==> src/rtl/keypad_scan_decoder_if.sv <==
// keypad_scan_decoder_if
//   Groups the keypad pins and the decoded-key outputs of keypad_scan_decoder.
//   Signals:
//     row       [3:0]  keypad rows, active-low (pulled up)
//     col       [3:0]  keypad column drive, active-low, exactly one bit low
//     key_code  [3:0]  hex value of the last accepted key
//     key_valid        one-cycle pulse when key_code/value update
//     key_held         high while the accepted key remains debounced-pressed
//     value     [15:0] last four accepted keys, newest in [3:0]
//   Modports:
//     master  decoder side (drives col and the key outputs, reads row)
//     slave   keypad/consumer side (drives row, reads the rest)
interface keypad_scan_decoder_if;
    logic [3:0]  row;
    logic [3:0]  col;
    logic [3:0]  key_code;
    logic        key_valid;
    logic        key_held;
    logic [15:0] value;

    modport master (
        input  row,
        output col,
        output key_code,
        output key_valid,
        output key_held,
        output value
    );

    modport slave (
        output row,
        input  col,
        input  key_code,
        input  key_valid,
        input  key_held,
        input  value
    );
endinterface

==> src/rtl/keypad_scan_decoder.sv <==
// keypad_scan_decoder
//   Scans a 4x4 hex keypad one column at a time, samples the synchronized rows on
//   the last cycle of each column slot, classifies every full scan as NONE,
//   SINGLE(code) or MULTI, debounces press and release over DEBOUNCE_SCANS scans
//   and shifts each accepted key into a 16-bit display value.
//   Ports:
//     clk_i    system clock
//     reset_i  synchronous, active-high reset
//     kp       keypad_scan_decoder_if.master (row in; col, key_code, key_valid,
//              key_held, value out)
//   Optional feature: define KEYPAD_REPEAT_EN to auto-repeat a held key after
//   REPEAT_SCANS scans, then every 8 scans. Without it no hold counter exists.
module keypad_scan_decoder #(
    parameter int unsigned SCAN_TICKS     = 50000,
    parameter int unsigned DEBOUNCE_SCANS = 4,
    parameter int unsigned REPEAT_SCANS   = 30
) (
    input logic                   clk_i,
    input logic                   reset_i,
    keypad_scan_decoder_if.master kp
);

    localparam int unsigned TickW = (SCAN_TICKS > 1) ? $clog2(SCAN_TICKS) : 1;
    localparam int unsigned CntW  = $clog2(DEBOUNCE_SCANS + 1);

    // Nibble {col, row} holds the key at that matrix position.
    localparam logic [63:0] KeyMap = 64'hDCBA_E963_F852_0741;

    typedef enum logic [1:0] {StIdle, StPressPend, StPressed, StReleasePend} state_e;

    logic [3:0]       row_meta_q, row_sync_q;
    logic [TickW-1:0] tick_q;
    logic [1:0]       col_idx_q;
    logic [1:0]       acc_lows_q;   // low rows seen so far this scan, saturating at 2
    logic [3:0]       acc_code_q;
    state_e           state_q, state_d;
    logic [3:0]       cand_q, cand_d;
    logic [CntW-1:0]  cnt_q, cnt_d;
    logic [3:0]       key_code_q;
    logic             key_valid_q;
    logic             key_held_q, held_d;
    logic [15:0]      value_q;
    logic             accept;

    logic             slot_end, scan_end;
    logic [1:0]       col_lows, tot_lows;
    logic [2:0]       lows_sum;
    logic [3:0]       col_code, scan_code;
    logic             res_none, res_single;
    logic [CntW-1:0]  cnt_inc;

`ifdef KEYPAD_REPEAT_EN
    localparam int unsigned HoldMax = (REPEAT_SCANS > 8) ? REPEAT_SCANS : 8;
    localparam int unsigned HoldW   = $clog2(HoldMax + 1);

    // After the first repeat the counter restarts from zero with an 8-scan
    // threshold, equivalent to reloading REPEAT_SCANS-8 but never negative.
    logic [HoldW-1:0] hold_q, hold_d, hold_inc;
    logic             rep_phase_q, rep_phase_d;
`endif

    assign slot_end = (tick_q == TickW'(SCAN_TICKS - 1));
    assign scan_end = slot_end && (col_idx_q == 2'd3);

    // Classify the current column and merge with the scan so far.
    always_comb begin
        col_lows = 2'd0;
        col_code = 4'd0;
        for (int r = 0; r < 4; r++) begin
            if (!row_sync_q[r]) begin
                if (col_lows != 2'd2) col_lows = col_lows + 2'd1;
                col_code = KeyMap[{col_idx_q, 2'(r), 2'b00} +: 4];
            end
        end
    end

    assign lows_sum   = {1'b0, acc_lows_q} + {1'b0, col_lows};
    assign tot_lows   = (lows_sum >= 3'd2) ? 2'd2 : lows_sum[1:0];
    assign scan_code  = (col_lows != 2'd0) ? col_code : acc_code_q;
    assign res_none   = (tot_lows == 2'd0);
    assign res_single = (tot_lows == 2'd1);
    assign cnt_inc    = cnt_q + CntW'(1);

    always_comb begin
        state_d = state_q;
        cand_d  = cand_q;
        cnt_d   = cnt_q;
        held_d  = key_held_q;
        accept  = 1'b0;
`ifdef KEYPAD_REPEAT_EN
        hold_d      = hold_q;
        rep_phase_d = rep_phase_q;
        hold_inc    = hold_q + HoldW'(1);
`endif
        if (scan_end) begin
            unique case (state_q)
                StIdle: begin
                    if (res_single) begin
                        cand_d = scan_code;
                        cnt_d  = CntW'(1);
                        if (DEBOUNCE_SCANS <= 1) begin
                            state_d = StPressed;
                            accept  = 1'b1;
                        end else begin
                            state_d = StPressPend;
                        end
                    end
                end
                StPressPend: begin
                    if (res_single && scan_code == cand_q) begin
                        cnt_d = cnt_inc;
                        if (cnt_inc == CntW'(DEBOUNCE_SCANS)) begin
                            state_d = StPressed;
                            accept  = 1'b1;
                        end
                    end else if (res_single) begin
                        cand_d = scan_code;
                        cnt_d  = CntW'(1);
                    end else begin
                        state_d = StIdle;
                    end
                end
                StPressed: begin
                    if (res_none) begin
                        cnt_d = CntW'(1);
                        if (DEBOUNCE_SCANS <= 1) begin
                            state_d = StIdle;
                            held_d  = 1'b0;
                        end else begin
                            state_d = StReleasePend;
                        end
                    end
`ifdef KEYPAD_REPEAT_EN
                    else if (res_single && scan_code == cand_q) begin
                        if (hold_inc == (rep_phase_q ? HoldW'(8) : HoldW'(REPEAT_SCANS))) begin
                            accept      = 1'b1;
                            hold_d      = '0;
                            rep_phase_d = 1'b1;
                        end else begin
                            hold_d = hold_inc;
                        end
                    end
`endif
                end
                StReleasePend: begin
                    if (res_none) begin
                        cnt_d = cnt_inc;
                        if (cnt_inc == CntW'(DEBOUNCE_SCANS)) begin
                            state_d = StIdle;
                            held_d  = 1'b0;
                        end
                    end else begin
                        state_d = StPressed;
                    end
                end
                default: state_d = StIdle;
            endcase
        end
        if (accept) held_d = 1'b1;
`ifdef KEYPAD_REPEAT_EN
        if (state_d != StPressed) begin
            hold_d      = '0;
            rep_phase_d = 1'b0;
        end
`endif
    end

    always_ff @(posedge clk_i) begin
        if (reset_i) begin
            row_meta_q  <= 4'hF;
            row_sync_q  <= 4'hF;
            tick_q      <= '0;
            col_idx_q   <= 2'd0;
            acc_lows_q  <= 2'd0;
            acc_code_q  <= 4'd0;
            state_q     <= StIdle;
            cand_q      <= 4'd0;
            cnt_q       <= '0;
            key_code_q  <= 4'd0;
            key_valid_q <= 1'b0;
            key_held_q  <= 1'b0;
            value_q     <= 16'h0000;
        end else begin
            row_meta_q <= kp.row;
            row_sync_q <= row_meta_q;
            if (slot_end) begin
                tick_q    <= '0;
                col_idx_q <= col_idx_q + 2'd1;
                // Clear on scan end so the next scan starts empty.
                acc_lows_q <= scan_end ? 2'd0 : tot_lows;
                acc_code_q <= scan_end ? 4'd0 : scan_code;
            end else begin
                tick_q <= tick_q + TickW'(1);
            end
            state_q     <= state_d;
            cand_q      <= cand_d;
            cnt_q       <= cnt_d;
            key_held_q  <= held_d;
            key_valid_q <= accept;
            if (accept) begin
                key_code_q <= cand_d;
                value_q    <= {value_q[11:0], cand_d};
            end
        end
    end

`ifdef KEYPAD_REPEAT_EN
    always_ff @(posedge clk_i) begin
        if (reset_i) begin
            hold_q      <= '0;
            rep_phase_q <= 1'b0;
        end else begin
            hold_q      <= hold_d;
            rep_phase_q <= rep_phase_d;
        end
    end
`endif

    assign kp.col       = ~(4'b0001 << col_idx_q);
    assign kp.key_code  = key_code_q;
    assign kp.key_valid = key_valid_q;
    assign kp.key_held  = key_held_q;
    assign kp.value     = value_q;

endmodule

==> src/flat_wrapper.sv <==
// flat-port wrapper written by rule: the top's interface ports become plain ports
module keypad_scan_decoder_flat 
#(
    parameter int unsigned SCAN_TICKS     = 50000,
    parameter int unsigned DEBOUNCE_SCANS = 4,
    parameter int unsigned REPEAT_SCANS   = 30
)
  (clk_i, reset_i, kp_row, kp_col, kp_key_code, kp_key_valid, kp_key_held, kp_value);
  keypad_scan_decoder_if kp_i ();
  input logic clk_i;
  input logic reset_i;
  input wire logic [$bits(kp_i.row)-1:0] kp_row;
  output wire logic [$bits(kp_i.col)-1:0] kp_col;
  output wire logic [$bits(kp_i.key_code)-1:0] kp_key_code;
  output wire logic [$bits(kp_i.key_valid)-1:0] kp_key_valid;
  output wire logic [$bits(kp_i.key_held)-1:0] kp_key_held;
  output wire logic [$bits(kp_i.value)-1:0] kp_value;
  assign kp_i.row = kp_row;
  assign kp_col = kp_i.col;
  assign kp_key_code = kp_i.key_code;
  assign kp_key_valid = kp_i.key_valid;
  assign kp_key_held = kp_i.key_held;
  assign kp_value = kp_i.value;
  keypad_scan_decoder #(.SCAN_TICKS(SCAN_TICKS), .DEBOUNCE_SCANS(DEBOUNCE_SCANS), .REPEAT_SCANS(REPEAT_SCANS)) u_core (.clk_i(clk_i), .reset_i(reset_i), .kp(kp_i));
endmodule
==> config.mk <==
export PLATFORM = sky130hd
export DESIGN_NAME = keypad_scan_decoder_flat
export DESIGN_NICKNAME = d
export VERILOG_FILES = /design/src/rtl/keypad_scan_decoder_if.sv /design/src/rtl/keypad_scan_decoder.sv /design/src/flat_wrapper.sv
export SDC_FILE = /design/constraint.sdc
export NUM_CORES = 1
export LEC_CHECK = 0
export CAP_MARGIN = 20
export CORE_MARGIN = 2
export CORE_UTILIZATION = 52
export CTS_BUF_LIST = sky130_fd_sc_hd__clkbuf_4 sky130_fd_sc_hd__clkbuf_8
export DETAILED_ROUTE_END_ITERATION = 6
export GPL_ROUTABILITY_DRIVEN = 0
export GPL_TIMING_DRIVEN = 0
export PLACE_DENSITY = 0.77
export SLEW_MARGIN = 20
export SYNTH_ARGS = -nofsm -noshare
export SYNTH_HDL_FRONTEND = slang
export SYNTH_SLANG_ARGS = --single-unit
==> constraint.sdc <==
create_clock -name clk_i -period 3.2 [get_ports clk_i]
set_input_delay 0.64 -clock clk_i [delete_from_list [all_inputs] [get_ports clk_i]]
set_output_delay 0.64 -clock clk_i [all_outputs]
set_load 0.005 [all_outputs]
Word level (Yosys, flattened, before mapping)
Index checks and enable logic that the tools add are counted.
{"block": "op_classes", "add_sub_neg": 7, "n_mul": 0, "div_mod_pow": 0, "order_cmp": 1, "eq_ne": 17, "shifts": 5, "muxes": 41, "n_bitwise": 1, "n_reduce_logical": 13}
{"cell": "$shiftx A64 B7 Y4 const A", "count": 4}
{"cell": "$mux W4", "count": 9}
{"cell": "$mux W2", "count": 15}
{"cell": "$add A16 B1 Y16 const B", "count": 1}
{"cell": "$eq A16 B16 Y1 const B", "count": 1}
{"cell": "$mux W3", "count": 4}
{"cell": "$pmux W3 S4", "count": 1}
{"cell": "$mux W1", "count": 10}
{"cell": "$reduce_bool A2 Y1", "count": 5}
{"cell": "$ne A3 B3 Y1 const B", "count": 3}
{"cell": "$pmux W2 S4", "count": 1}
{"cell": "$pmux W4 S2", "count": 1}
{"cell": "$add A2 B1 Y2 const B", "count": 3}
{"cell": "$eq A2 B2 Y1 const B", "count": 3}
{"cell": "$ne A2 B1 Y1 const B", "count": 3}
{"cell": "$reduce_and A6 Y1", "count": 1}
{"cell": "$eq A2 B1 Y1 const B", "count": 2}
{"cell": "$eq A4 B4 Y1", "count": 1}
{"cell": "$logic_not A2 Y1", "count": 2}
{"cell": "$ne A2 B2 Y1 const B", "count": 2}
{"cell": "$not A4 Y4", "count": 1}
{"cell": "$reduce_and A4 Y1", "count": 1}
{"cell": "$shl A1 B2 Y4 const A", "count": 1}
{"cell": "$add A2 B2 Y3", "count": 1}
{"cell": "other kinds (8)", "count": 9}
{"block": "word_totals", "regBits": 63, "latchBits": 0, "ramBits": 0, "rom_bits": 0, "input_bits": 6, "output_inout_bits": 26, "word_cells": 98, "n_memories": 0}

Longest topological paths before layout
{"block": "logic_depth", "word_depth": 20, "mapped_depth": 19, "ltp_nobuf": 18}

Least setup slack after synthesis
No wires, ideal clock.
{"block": "synth_timing", "kind": "reg-to-reg", "from": "register u_core.row_sync_q[1]", "to": "register u_core.value_q[0], in the netlist u_core.kp.value[0]", "setup_ns": 0.128, "arrival_time_ns": 3.289, "setup_slack_ns": -0.216, "stages_incl_launch_ff": 19, "path_cell_list": "dfxtp_1 -> inv_1 -> ha_1 -> mux2i_1 -> ha_1 -> nor2_1 -> a21o_2 -> inv_2 -> ha_1 -> inv_1 -> fa_1 -> nand2_1 -> or3_1 -> nor2_1 -> nand4_1 -> buf_4 -> buf_4 -> mux2i_1 -> nor2_1"}
{"block": "synth_between", "elab_chain_len": 15}
{"element": "from (decl)", "line_no": "keypad_scan_decoder.sv:31", "text": "logic [3:0] row_meta_q, row_sync_q;"}
{"element": "from (signal assigned)", "line_no": "keypad_scan_decoder.sv:185", "text": "row_sync_q <= row_meta_q;"}
{"element": "$mux W2", "line_no": "keypad_scan_decoder.sv:70", "text": "if (!row_sync_q[r]) begin"}
{"element": "$add A2 B1 Y2 or $ne A2 B2 Y1 (tied branches)", "line_no": "keypad_scan_decoder.sv:71", "text": "if (col_lows != 2'd2) col_lows = col_lows + 2'd1;"}
{"element": "$mux W2", "line_no": "keypad_scan_decoder.sv:71"}
{"element": "$mux W2", "line_no": "keypad_scan_decoder.sv:70"}
{"element": "$add A2 B1 Y2 or $ne A2 B2 Y1 (tied branches)", "line_no": "keypad_scan_decoder.sv:71"}
{"element": "$mux W2", "line_no": "keypad_scan_decoder.sv:71"}
{"element": "$mux W2", "line_no": "keypad_scan_decoder.sv:70"}
{"element": "$add A2 B2 Y3", "line_no": "keypad_scan_decoder.sv:77", "text": "assign lows_sum = {1'b0, acc_lows_q} + {1'b0, col_lows};"}
{"element": "$ge A3 B2 Y1", "line_no": "keypad_scan_decoder.sv:78", "text": "assign tot_lows = (lows_sum >= 3'd2) ? 2'd2 : lows_sum[1:0];"}
{"element": "$mux W2", "line_no": "keypad_scan_decoder.sv:78"}
{"element": "$eq A2 B1 Y1", "line_no": "keypad_scan_decoder.sv:81", "text": "assign res_single = (tot_lows == 2'd1);"}
{"element": "$mux W4 or $logic_and A1 B1 Y1 (tied branches)", "line_no": "keypad_scan_decoder.sv:98, keypad_scan_decoder.sv:116, keypad_scan_decoder.sv:110"}
{"element": "$mux W4 or $mux W1 (tied branches)", "line_no": "keypad_scan_decoder.sv:110", "text": "if (res_single && scan_code == cand_q) begin"}
{"element": "$pmux W4 S2 or $mux W1 (tied branches)", "line_no": "keypad_scan_decoder.sv:96", "text": "unique case (state_q)"}
{"element": "$mux W4 or $mux W1 (tied branches)", "line_no": "keypad_scan_decoder.sv:95", "text": "if (scan_end) begin"}
{"element": "to (signal assigned)", "line_no": "keypad_scan_decoder.sv:202", "text": "value_q <= {value_q[11:0], cand_d};"}
{"element": "to (decl)", "line_no": "keypad_scan_decoder.sv:42", "text": "logic [15:0] value_q;"}
Several ways; a longest one is shown, not always the timed one.
A chain may end at the register's enable or synchronous reset.

Worst setup path in the final report
{"block": "layout_timing", "from": "register u_core.row_sync_q[0]", "to": "register u_core.cnt_q[2]"}
{"block": "layout_between", "elab_chain_len": 17}
{"element": "$mux W1", "line_no": "keypad_scan_decoder.sv:70"}
{"element": "$add A1 B1 Y2 or $ne A1 B2 Y1 (tied branches)", "line_no": "keypad_scan_decoder.sv:71"}
{"element": "$mux W2", "line_no": "keypad_scan_decoder.sv:71"}
{"element": "$mux W2", "line_no": "keypad_scan_decoder.sv:70"}
{"element": "$add A2 B1 Y2 or $ne A2 B2 Y1 (tied branches)", "line_no": "keypad_scan_decoder.sv:71"}
{"element": "$mux W2", "line_no": "keypad_scan_decoder.sv:71"}
{"element": "$mux W2", "line_no": "keypad_scan_decoder.sv:70"}
{"element": "$add A2 B1 Y2 or $ne A2 B2 Y1 (tied branches)", "line_no": "keypad_scan_decoder.sv:71"}
{"element": "$mux W2", "line_no": "keypad_scan_decoder.sv:71"}
{"element": "$mux W2", "line_no": "keypad_scan_decoder.sv:70"}
{"element": "$add A2 B2 Y3", "line_no": "keypad_scan_decoder.sv:77"}
{"element": "$ge A3 B2 Y1", "line_no": "keypad_scan_decoder.sv:78"}
{"element": "$mux W2", "line_no": "keypad_scan_decoder.sv:78"}
{"element": "$eq A2 B1 Y1", "line_no": "keypad_scan_decoder.sv:81"}
{"element": "$mux W3 or $logic_and A1 B1 Y1 (tied branches)"}
{"element": "$mux W3", "line_no": "keypad_scan_decoder.sv:110"}
{"element": "$pmux W3 S4", "line_no": "keypad_scan_decoder.sv:96"}
{"element": "to (signal assigned)", "line_no": "keypad_scan_decoder.sv:197", "text": "cnt_q <= cnt_d;"}
{"element": "to (decl)", "line_no": "keypad_scan_decoder.sv:38", "text": "logic [CntW-1:0] cnt_q, cnt_d;"}
Several ways; a longest one is shown, not always the timed one.

==> out/results.txt <==
Status - finished with violations
Failing checks - setup timing
CP Launch Type - register
Internal Pwr Total - 1.27 mW
Min-delay worst type - register to register
DP Cell Count - 430
Routed WL - 6810 um
DR WL/cell - 14.6 um
Drt via density - 5.64
Post-Synth Adder-Cell Area - 6.15%
Combinational Power Share - 9.9%
Final setup fails - 20
Post-synth EDFFs - 0
Core footprint - 0.00551 mm^2
Io pins - 32
Register-to-Register Path Depth - 15
H-tree depth - 3
Layout cells sized above 1 - 25.1%
ANT nets after route - 0
Dpl ws - -0.361 ns
CP delay by family, top - simple AND/OR/NAND/NOR gates
Largest family of logic cells by synthesized area - simple AND/OR/NAND/NOR gates
Required time worst endpoint - 3.48 ns
Pin count of the biggest net entering global routing - 12
Clock Tree Buf Depth - 2
Cell Area, Synth - 0.00297 mm^2
Via count - 2630
Synth async-reset ratio - 0%
Post-Synth Simple-Gate Area - 21.5%
Critical Path Max Stage Delay - 0.50 ns
Switching power of the nets - 424 uW
Clk_lat worst skew - 0.35 ns
Final Cycle Share - 104%
Cell Chain, Critical Path - ha_2, or2_4, and2_4, ha_4, nor2_2, a31oi_4, inv_2, fa_1, nand2_2, buf_12, buf_6, nor3_4, a31oi_1, or3b_1, a21oi_2
FF/Latch Area - 0.00119 mm^2
First-pass GRT wire length - 10400 um
Yosys cell types - 60
Final worst slack - -0.122 ns
Largest cells by area after synthesis - dfxtp_1 40%, mux2i_1 7.1%, ha_1 5.5%
Mux cell area share after synthesis - 7.08%
Synthesized flop and latch total - 59
Post-Synthesis Cells - 327
Fillcell total - 387
WS Path Type - register to register
Die width - 79.6 um
Final net count - 409
Vias in the first global route - 2302
Detail Placement HPWL - 4380 um
Floorplan row count - 27
Detailed Route Iter0 Violations - 172
Slew HR - 42.3%
Clock network fraction of design power - 46.1%
Compound-Gate Fraction of Synth Area - 15.0%
Synth top area share - 39.8%
Post-Syn Nets - 347
Pleak - 1.63 nW
Main synth FF type - dfxtp_1
Max Clock Skew - 0.00940 ns
Starting Density - 53.9%
Crit path buf inv count - 3
Die span in y - 79.6 um
Final Max Tran Viols - 0
Multi-input gate area - 0.00179 mm^2
CTS tree - yes
Avg Inst Size Synth - 9.08 um^2
CTS root buf - clkbuf_8
XOR/XNOR Fraction of Synth Area - 4.72%
Sw Share - 24.9%
RSZ-0062 raised after global routing - true
# diodes - 0
Yosys warning count - 0
Port bufs - 31
Worst vdd ir - 302 uV
CTS Buf Count - 9
Levels on crit path - 15
Maximum fanout along the worst path - 4
GRT overflow - 0
Post-route insts no fill - 466
Post-route total power - 1.70 mW
Clk pin slew, worst setup/hold paths - 0.07 ns
Drt drc - 0
GRT Util Overall - 21.2%
Part of the Yosys area used for sequential elements - 39.8%
Area grow syn2layout - 34.4%
Pre-Repair DR Iteration Count - 5
Period minus WS final - 3.32 ns
Final hold viol count - 0
Initial antenna violation count - 0
Seq pwr share - 44.0%
Hold Buf Count CTS - 0
Clock sink count - 59
Max_cap viols - 0
Worst slew pin tran - 0.857 ns
Die area - 0.00633 mm^2
Pwr dens - 425 mW/mm^2
CP Capture Type - register
Slowest stage cell on the critical path - fa_1
Hold Path Depth - 1
Post-synth top area cell - dfxtp_1
Fmax achieved - 301 MHz
Crit path DAT - 3.61 ns
path summary, 6_finish.rpt:
kind                                      startpoint                    to  slack [ns]
worst max-delay path            u_core.row_sync_q[0]       u_core.cnt_q[2]       -0.12
worst max register to register  u_core.row_sync_q[0]       u_core.cnt_q[2]       -0.12
worst min-delay path            u_core.row_meta_q[2]  u_core.row_sync_q[2]        0.41
worst min register to register  u_core.row_meta_q[2]  u_core.row_sync_q[2]        0.41
sequential cells by signal, summed over array words and instances (netlist names):
register and flops:
u_core.kp.value 16, u_core.tick_q 16, u_core.acc_code_q 4, u_core.cand_q 4
u_core.row_meta_q 4, u_core.row_sync_q 4, u_core.cnt_q 3, u_core.acc_lows_q 2
u_core.col_idx_q 2, u_core.state_q 2, u_core.kp.key_held 1, u_core.kp.key_valid 1
cell type report:
| class | instances | area share [%] |
|---|---|---|
| Multi-Input combinational cell | 233 | 44.9 |
| Sequential cell | 59 | 29.8 |
| Timing Repair Buffer | 51 | 12.6 |
| Clock buffer | 10 | 3.45 |
| Buffer | 16 | 2.88 |
| Tap cell | 72 | 2.26 |
| Clock inverter | 6 | 2.23 |
| Inverter | 19 | 1.97 |
power by group through the flow:
stage	logic, mW	clock network (mW)	registers [mW]
global placement	0.126	0	0.765
global route	0.184	0.813	0.748
detailed placement	0.128	0	0.765
floorplan	0.0990	0	0.764
CTS	0.147	0.785	0.747
finish	0.168	0.784	0.747
kinds of logic (layout without fill, tap and decap cells):
family | count (synthesis) | count (layout)
muxes | 21 | 21
adders and majority gates | 14 | 14
buffers and inverters | 35 | 102
DFF | 59 | 59
xor gates and xnor gates | 16 | 16
AOI/OAI and AO/OA | 58 | 58
and+or+nand+nor | 124 | 124
cell usage in the layout (no fill, tap or decap), drive strengths merged, types with 5 or more instances in the layout:
cell	n
nor3	6
o21ai	7
nand2	20
nand3	9
dfxtp	59
clkdlybuf4s50	31
xor2	7
buf	28
nand4	8
mux2i	21
inv	19
and3	5
xnor2	9
nor2	44
or2	9
a21oi	17
clkbuf	18
ha	13
per-layer routing:
metal  GRT usage, %  wire (um)
met1           26.6       3050
met5              0          0
met3           4.30        364
met2           33.3       3220
met4           13.3        185
cells in the mapped netlist (2+ instances only):
master	count
clkbuf_1	6
xnor2_1	9
nand4_1	8
o21ai_0	7
mux2i_1	21
nand3_1	9
nor2_1	43
nand2b_1	2
inv_1	18
o41ai_1	2
nor3b_1	3
and3_1	5
a211oi_2	2
buf_4	7
a21boi_0	2
nor4bb_1	2
nand2_1	18
o31ai_1	2
a22o_1	4
ha_1	13
nand2_2	2
o211a_1	2
dfxtp_1	59
or3_1	4
nor4_1	2
o21a_1	4
nor3_1	6
xor2_1	7
or2_2	8
and2_1	2
a21oi_1	17
buf_2	2
o211ai_1	2
repair_timing:
action                     CTS  global route
pin swaps                    3            11
cloned                       0             1
resized for setup           14            18
buffers inserted            14             5
setup endpoints to repair   26            25
metrics by stage:
stage                     util [%]  setup TNS, ns  instance area, um^2  hold slack [ns]
final                         72.5         -0.450                 3990            0.408
after global routing          72.5          -4.03                 3990            0.428
after CTS                     69.6         -0.418                 3830            0.409
after detailed placement      62.8          -5.58                 3460            0.396
after global placement        62.8          -4.98                 3460            0.392
after floorplan                  -         -0.105                 3060            0.389
Power figures use the tool's default switching activity.
